`config.mk`:
```
export PLATFORM = sky130hd
export DESIGN_NAME = pipeline_hazard_unit
export DESIGN_NICKNAME = d
export VERILOG_FILES = /design/src/rtl/pipeline_pkg.sv /design/src/rtl/sat_counter.sv /design/src/rtl/pipeline_hazard_unit.sv
export SDC_FILE = /design/constraint.sdc
export NUM_CORES = 1
export LEC_CHECK = 0
export BUFFER_PORTS_ARGS = -buffer_cell sky130_fd_sc_hd__buf_4
export CORE_AREA = 2 2 90 57
export DETAILED_ROUTE_END_ITERATION = 10
export DIE_AREA = 0 0 92 59
export PLACE_DENSITY = 0.78
export SKIP_LAST_GASP = 1
export SLEW_MARGIN = 5
export SYNTH_ARGS = -nofsm -noshare
export SYNTH_HDL_FRONTEND = slang
export SYNTH_SLANG_ARGS = --single-unit
```
`constraint.sdc`:
```
create_clock -name clk -period 3.2 [get_ports clk]
set_input_delay 0.96 -clock clk [delete_from_list [all_inputs] [get_ports clk]]
set_output_delay 0.96 -clock clk [all_outputs]
set_load 0.01 [all_outputs]
```
`src/rtl/pipeline_pkg.sv`:
```
// Shared definitions for the pipeline hazard controller.
package pipeline_pkg;

    localparam int unsigned PC_W  = 8;
    localparam int unsigned REG_W = 5;

    typedef enum logic [1:0] {
        ST_RUN      = 2'd0,
        ST_MEM_WAIT = 2'd1,
        ST_ERROR    = 2'd2
    } state_e;

endpackage

```
`src/rtl/sat_counter.sv`:
```
// Saturating up-counter with asynchronous active-low clear.
module sat_counter #(
    parameter int unsigned W = 16
) (
    input  logic         clk,
    input  logic         clr_n,
    input  logic         inc,
    output logic [W-1:0] count
);

    logic [W-1:0] count_q;
    logic [W-1:0] count_d;

    always_comb begin
        count_d = count_q;
        if (inc && (count_q != {W{1'b1}})) begin
            count_d = count_q + W'(1);
        end
    end

    always_ff @(posedge clk or negedge clr_n) begin
        if (!clr_n) begin
            count_q <= '0;
        end else begin
            count_q <= count_d;
        end
    end

    assign count = count_q;

endmodule

```
`src/rtl/pipeline_hazard_unit.sv`:
```
// Stall/flush controller for the 5-stage pipeline: load-use, taken branch,
// data-memory wait freeze, plus performance counters and a sticky timeout.
module pipeline_hazard_unit #(
    parameter int unsigned PC_W        = pipeline_pkg::PC_W,
    parameter int unsigned REG_W       = pipeline_pkg::REG_W,
    parameter int unsigned CNT_W       = 16,
    parameter int unsigned MEM_TIMEOUT = 15
) (
    input  logic             clk,
    input  logic             reset,
    input  logic [REG_W-1:0] id_rs,
    input  logic [REG_W-1:0] id_rt,
    input  logic             id_uses_rt,
    input  logic             ex_memread,
    input  logic [REG_W-1:0] ex_rt,
    input  logic             mem_branch,
    input  logic             mem_zero,
    input  logic [PC_W-1:0]  mem_branch_target,
    input  logic             mem_memread,
    input  logic             mem_memwrite,
    input  logic             dmem_ready,
    output logic             pc_write,
    output logic             pc_src,
    output logic [PC_W-1:0]  pc_target,
    output logic             if_id_write,
    output logic             if_id_flush,
    output logic             id_ex_write,
    output logic             id_ex_flush,
    output logic             ex_mem_write,
    output logic             ex_mem_flush,
    output logic             mem_wb_flush,
    output logic             mem_error,
    output logic [CNT_W-1:0] stall_cycles,
    output logic [CNT_W-1:0] flush_events
);

    import pipeline_pkg::*;

    localparam int unsigned WCNT_W = $clog2(MEM_TIMEOUT + 1);

    state_e            state_q, state_d;
    logic [WCNT_W-1:0] wcnt_q, wcnt_d;
    logic              err_q, err_d;

    logic mem_op;
    logic freeze;
    logic taken;
    logic lu;

    // Hazard classification; freeze masks branch resolution, both mask load-use.
    always_comb begin
        mem_op = mem_memread | mem_memwrite;
        freeze = (mem_op & ~dmem_ready) | (state_q == ST_ERROR);
        taken  = mem_branch & mem_zero & ~freeze;
        lu     = ex_memread & (ex_rt != '0)
               & ((ex_rt == id_rs) | (id_uses_rt & (ex_rt == id_rt)))
               & ~freeze & ~taken;
    end

    // Pipeline controls; everything held inactive while reset is asserted.
    always_comb begin
        pc_write     = 1'b0;
        pc_src       = 1'b0;
        pc_target    = '0;
        if_id_write  = 1'b0;
        if_id_flush  = 1'b0;
        id_ex_write  = 1'b0;
        id_ex_flush  = 1'b0;
        ex_mem_write = 1'b0;
        ex_mem_flush = 1'b0;
        mem_wb_flush = 1'b0;
        if (reset) begin
            if (freeze) begin
                mem_wb_flush = 1'b1;
            end else if (taken) begin
                pc_write     = 1'b1;
                pc_src       = 1'b1;
                pc_target    = mem_branch_target;
                if_id_write  = 1'b1;
                if_id_flush  = 1'b1;
                id_ex_write  = 1'b1;
                id_ex_flush  = 1'b1;
                ex_mem_write = 1'b1;
                ex_mem_flush = 1'b1;
            end else if (lu) begin
                id_ex_write  = 1'b1;
                id_ex_flush  = 1'b1;
                ex_mem_write = 1'b1;
            end else begin
                pc_write     = 1'b1;
                if_id_write  = 1'b1;
                id_ex_write  = 1'b1;
                ex_mem_write = 1'b1;
            end
        end
    end

    // Memory-wait tracking with timeout into a sticky error state.
    always_comb begin
        state_d = state_q;
        wcnt_d  = wcnt_q;
        err_d   = err_q;
        case (state_q)
            ST_RUN: begin
                if (mem_op && !dmem_ready) begin
                    state_d = ST_MEM_WAIT;
                    wcnt_d  = WCNT_W'(1);
                end
            end
            ST_MEM_WAIT: begin
                if (dmem_ready || !mem_op) begin
                    state_d = ST_RUN;
                    wcnt_d  = '0;
                end else if (wcnt_q == WCNT_W'(MEM_TIMEOUT)) begin
                    state_d = ST_ERROR;
                    err_d   = 1'b1;
                end else begin
                    wcnt_d = wcnt_q + WCNT_W'(1);
                end
            end
            ST_ERROR: begin
                err_d = 1'b1;
            end
            default: begin
                state_d = ST_RUN;
                wcnt_d  = '0;
            end
        endcase
    end

    always_ff @(posedge clk or negedge reset) begin
        if (!reset) begin
            state_q <= ST_RUN;
            wcnt_q  <= '0;
            err_q   <= 1'b0;
        end else begin
            state_q <= state_d;
            wcnt_q  <= wcnt_d;
            err_q   <= err_d;
        end
    end

    assign mem_error = err_q;

    sat_counter #(.W(CNT_W)) u_stall_cnt (
        .clk   (clk),
        .clr_n (reset),
        .inc   (freeze | lu),
        .count (stall_cycles)
    );

    sat_counter #(.W(CNT_W)) u_flush_cnt (
        .clk   (clk),
        .clr_n (reset),
        .inc   (taken),
        .count (flush_events)
    );

endmodule

```
Word level (Yosys, flattened, before mapping):

Cells that the tools add are included.

* multiplexer cells: 29
* multipliers: 0
* reductions and logical operators: 12
* equal/unequal tests: 12
* $add $sub $neg: 3
* divide/modulo/power cells: 0
* magnitude comparators: 0
* shift operators: 0
* bitwise operators: 16

Operators with widths (count)
* adder 16 x 1 -> 16 bit, second input constant: 2
* inequality test 16 bit, second input constant: 2
* 2-to-1 mux 8 bit: 3
* 2-to-1 mux 1 bit: 17
* 2-to-1 mux 4 bit: 3
* one-hot mux 4 bit (3 select lines): 1
* equality test 5 bit: 2
* AND reduction 3 bit: 3
* AND 1 bit: 8
* 2-to-1 mux 2 bit: 3
* inequality test 2 bit, second input constant: 3
* inequality test 3 bit, second input constant: 2
* one-hot mux 2 bit (3 select lines): 1
* nonzero test 5 bit: 1
* adder 4 x 1 -> 4 bit, second input constant: 1
* equality test 4 bit, second input constant: 1
* NOT 1 bit: 4
* bitwise OR 1 bit: 4
* logical AND 1 bit: 3
* equality test 2 x 1 -> 1 bit, second input constant: 1
* equality test 2 bit, second input constant: 1
* logical NOT 1 bit: 2
* logical NOT 2 bit: 1
* one-hot mux 1 bit (2 select lines): 1
* other kinds (2): 2

* memory bits (read-only): 0
* memories: 0
* output and inout bits: 50
* bits in latches: 0
* RAM bits: 0
* word-level logic and storage cells: 77
* register bits after elaboration: 39
* input bits: 32

Depth between registers and ports, before layout:

* depth in word-level cells: 11
* mapped depth: 9
* mapped depth without buffers: 7

Modules after synthesis:

Synthesis repeated with hierarchy kept, for this count alone.

* cells, all modules: 226
* area, all modules: 2433.6 sq um

By module, submodules not included
* sat_counter: sequential area each 400.4 sq um, area an instance 859.6 sq um, cells an instance 72, times used 2
* pipeline_hazard_unit: sequential area each 175.2 sq um, area an instance 714.4 sq um, cells an instance 82, times used 1

Worst setup path after synthesis:

OpenSTA, ideal clock, no wires.

* path kind: input-to-output
* from: input mem_memwrite
* to: output pc_target[0]
* arrival time: 2.136 ns
* stages on the path: 5
* path slack: 0.104 ns
* buffers on the path: 0
* data required time: 2.240 ns
* cell sequence: o21ba_2 > nor2_1 > nand2_1 > nor2_1 > and2_1

* longest elaborated chain between the ends: 8

Ends and longest elaborated chain
* start: declaration: RTL line pipeline_hazard_unit.sv:20 `input logic mem_memwrite,`
* bitwise OR 1 bit (*): RTL line pipeline_hazard_unit.sv:52 `mem_op = mem_memread | mem_memwrite;`
* AND 1 bit (*): RTL line pipeline_hazard_unit.sv:53 `freeze = (mem_op & ~dmem_ready) | (state_q == ST_ERROR);`
* bitwise OR 1 bit (*): RTL line pipeline_hazard_unit.sv:53
* NOT 1 bit: RTL line pipeline_hazard_unit.sv:54 `taken = mem_branch & mem_zero & ~freeze;`
* AND 1 bit: RTL line pipeline_hazard_unit.sv:54
* 2-to-1 mux 8 bit: RTL line pipeline_hazard_unit.sv:75 `end else if (taken) begin`
* 2-to-1 mux 8 bit (*): RTL line pipeline_hazard_unit.sv:73 `if (freeze) begin`
* 2-to-1 mux 8 bit (*): RTL line pipeline_hazard_unit.sv:72 `if (reset) begin`
* end: declaration: RTL line pipeline_hazard_unit.sv:24 `output logic [PC_W-1:0] pc_target,`

Mark *: on every way between the ends. The rest lies on a longest branch, timed or not.

Worst setup path after layout:

* from: input ex_rt[4]
* to: output if_id_write

* longest elaborated chain between the ends: 10
* elaborated cells on any way between the ends: 13
* classes of those cells: 2 x eq/ne; 4 x mux; 6 x bitwise; 1 x reduce/logical

Ends and longest elaborated chain
* start: declaration: RTL line pipeline_hazard_unit.sv:15 `input logic [REG_W-1:0] ex_rt,`
* equality test 5 bit: RTL line pipeline_hazard_unit.sv:56 `& ((ex_rt == id_rs) | (id_uses_rt & (ex_rt == id_rt)))`
* AND 1 bit: RTL line pipeline_hazard_unit.sv:56
* bitwise OR 1 bit: RTL line pipeline_hazard_unit.sv:56
* AND 1 bit (*): RTL line pipeline_hazard_unit.sv:56
* AND 1 bit (*) (2 in a row): RTL line pipeline_hazard_unit.sv:57 `& ~freeze & ~taken;`
* 2-to-1 mux 1 bit (*): RTL line pipeline_hazard_unit.sv:85 `end else if (lu) begin`
* 2-to-1 mux 1 bit (*): RTL line pipeline_hazard_unit.sv:75
* 2-to-1 mux 1 bit (*): RTL line pipeline_hazard_unit.sv:73
* 2-to-1 mux 1 bit (*): RTL line pipeline_hazard_unit.sv:72
* end: declaration: RTL line pipeline_hazard_unit.sv:25 `output logic if_id_write,`

Marks and branches as above.

==> metrics.json <==
{
  "yosys": {
    "post-synth-top-area-fraction": 0.443,
    "synthesis.area_per_instance_sq_um": 9.62,
    "yosys_warnings": 0,
    "synthesis.nets": 267,
    "synth_area_sq_um": 2200,
    "synth_largest_area_cell": "dfrtp_1",
    "synthesis_stage_register_bit_count": 39,
    "synth_enable_flop_cells": 0,
    "async_flop_share": 1.00,
    "synthSimpleGateAreaFrac": 0.226,
    "synthAdderAreaFrac": 0.0341,
    "synth_flop_cell": "dfrtp_1",
    "dominant_combinational_cell_family_by_area_after_synthesis": "simple AND/OR/NAND/NOR gates",
    "synth_sequential_area_ratio": 0.443,
    "synthXorXnorAreaFrac": 0.151,
    "synthesis.instances": 229,
    "post_synth_main_area_contributors": "dfrtp_1 (44%), xnor2_1 (9.9%), xor2_1 (5.2%), nand2_1 (4.4%), and2_1 (3.7%)",
    "synth_compound_gate_area_share": 0.0881,
    "muxShareOfSynthArea": 0.0216,
    "post_synth_num_cell_types": 37
  },
  "min_path": {
    "min_to": "mem_error",
    "min-delay-start": "mem_error",
    "hold_path.class": "reg2reg",
    "worstHoldPathCells": 1
  },
  "placement": {
    "numPlacedInstances": 371,
    "place_congestion": 0.801,
    "place_worst_setup_slack_ps": 20.7,
    "buffer_ports.inserted": 81,
    "total_half_perimeter_wirelength_after_legalization_and_detailed_placement_microns": 3970
  },
  "floorplanning": {
    "die_w_microns": 92,
    "die_area_sq_um": 5430,
    "core_area_sq_um": 4520,
    "floorplan.die.height_microns": 59,
    "io-pin-count": 82,
    "fp-row-count": 19,
    "initial_utilization": 0.488
  },
  "cts": {
    "cts.path.max_buffers": 2,
    "htree_levels": 2,
    "holdBufCountCts": 0,
    "tritoncts": "yes",
    "numCtsBuffers": 5,
    "cts_root_buffer": "clkbuf_8",
    "cts.clk_slew.worst_paths_ps": 70,
    "clock-sinks": 39,
    "insertion_delay_ps": 280
  },
  "grt": {
    "grt_antenna_before_repair": 0,
    "globalRoute.totalOverflow": 0,
    "grt_pass1_vias": 1770,
    "groute.usage.overall": 0.193,
    "pin_count_of_the_biggest_net_entering_global_routing": 40,
    "grt_pass1_wl_microns": 8380
  },
  "drt": {
    "route.detailed.wl_per_inst_microns": 13.4,
    "drtIter0Drc": 58,
    "route.detailed.drc": 0,
    "vias": 1887,
    "detail_route.wirelength_microns": 5100,
    "antenna_violating_nets_post_route": 0,
    "via_per_inst": 4.98,
    "detail_route.first_pass.iterations": 4
  },
  "final_layout": {
    "fin_cells": 379,
    "number_of_inserted_diodes": 0,
    "finish.utilization": 0.667,
    "seq_area_sq_um": 976,
    "final_net_count": 353,
    "commonest_non_fill_non_tap_cell_in_the_layout": "buf_4",
    "fillers": 375,
    "area_overhead_vs_synth_pct": 36.8,
    "layout.cells.most_common_list": "buf_4 (81), dfrtp_1 (39), nand2_1 (26)",
    "layout-drive-gt1-share": 0.329,
    "multi_input_comb_area_sq_um": 1170
  },
  "sta": {
    "setup_repair_after_global_routing_missed_its_margin": "true",
    "post-route-worst-setup-slack_ps": 50.3,
    "number_of_endpoints_with_negative_hold_slack_in_the_final_report": 0,
    "setup_violations": 0,
    "final_tns_setup_ps": 0,
    "finalCriticalPeriod_ps": 3150,
    "drv_slew": 0,
    "worst_hold_slack_ps": 476,
    "worst_pin_slew_ps": 473,
    "worst_slew_margin_rel": 0.685,
    "achievable-frequency_ghz": 0.317,
    "finalCritPeriodShare": 0.984,
    "clock-skew-final_ps": 1.87
  },
  "worst_setup_path": {
    "rr_startpoint": "state_q[0]",
    "rr_worst_depth": 7,
    "critPathCaptureType": "output pin",
    "crit-reg2reg-capture": "u_flush_cnt.count[10]",
    "worst-endpoint-arrival_ps": 2190,
    "critical_path_peak_fanout": 3,
    "worstPathRequired_ps": 2240,
    "regToRegSetupSlack_ps": 1040,
    "critical_path.startpoint_type": "input port",
    "criticalPathCategory": "in2out"
  },
  "power": {
    "powerDensity_nw_per_um2": 534,
    "power.leakage_nw": 1.44,
    "worst_ir_drop_vdd_v": 0.000415
  },
  "job": {
    "drv.max_cap_violation_count": 0
  },
  "status": {
    "outcome": "finished clean"
  }
}
==> registers in the layout (all words and copies together) (netlist names) <==
register,count
u_stall_cnt.count,16
mem_error,1
u_flush_cnt.count,16
state_q,2
wcnt_q,4
==> per-layer routing <==
metal,global-route usage,wire length [microns],up-vias
met2,0.270,2140,45
li1,-,-,954
met5,0,0,-
met1,0.309,2730,886
met3,0.0445,219,2
met4,0.0256,4,0
==> worst max-delay path, cell delays in order <==
cell      delay [ps]
buf_8            100
or4_4            540
o211ai_2         190
nand2b_4         150
and2_4           140
buf_6             90
==> layout make-up <==
type	count	share of cell area
flip-flops and latches	39	0.324
well taps	63	0.0262
repair buffers	85	0.218
inverters	9	0.0112
clock buffers	8	0.0332
multi-input cells	175	0.387
==> power breakdown <==
part | leakage (nW) | switching (mW) | internal [mW]
clock network | 0.0515 | 0.162 | 0.197
registers | 0.494 | 0.128 | 0.593
logic | 0.898 | 0.246 | 0.282
==> cell usage after synthesis (2+ instances only) <==
cell type and number:
a31oi_1 3, nand4_1 4, o22ai_1 2, mux2_2 2, o21ai_0 10, and4_1 5, nand2b_1 2, nand2_1 26
buf_4 4, inv_1 9, nand3_1 14, dfrtp_1 39, xor2_1 13, nor4_1 2, ha_1 6, and3_1 6
and2_1 13, nor3_1 6, nor2_1 14, a21oi_1 8, xnor2_1 25
==> through the flow <==
| stage | total power [mW] | area [sq um] |
|---|---|---|
| finish | 1.61 | 3010 |
| floorplan | 0.992 | 2200 |
| global route | 1.71 | 3010 |
| detailed placement | 1.25 | 2870 |
| CTS | 1.62 | 2970 |
| global placement | 1.23 | 2870 |
==> what timing repair did <==
action | in CTS | in global routing
endpoints found under the setup margin | 0 | 6
buffers inserted | 0 | 0
gates resized for setup | 0 | 9
endpoints found under the hold margin | 0 | 0
==> kinds of logic (layout without fill, tap and decap cells) <==
group / count (synthesis) / after routing
buffers and inverters: 15 / 102
multiplexers: 4 / 4
adder cells (fa/ha/maj): 6 / 6
flip-flops: 39 / 39
XOR/XNOR: 38 / 38
AND/OR/NAND/NOR: 96 / 96
AO/OA/AOI/OAI: 31 / 31
==> worst max path at each step <==
stage | start | endpoint | slack (ps) | cells after the start
floorplan | mem_memwrite | pc_target[0] | 100 | 5
global placement | ex_rt[1] | if_id_write | 50 | 6
detailed placement | ex_rt[1] | if_id_write | 20 | 6
CTS | ex_rt[1] | if_id_write | 20 | 6
global route | ex_rt[2] | id_ex_flush | -10 | 7
finish | ex_rt[4] | if_id_write | 50 | 6
Power figures use the tool's default switching activity.
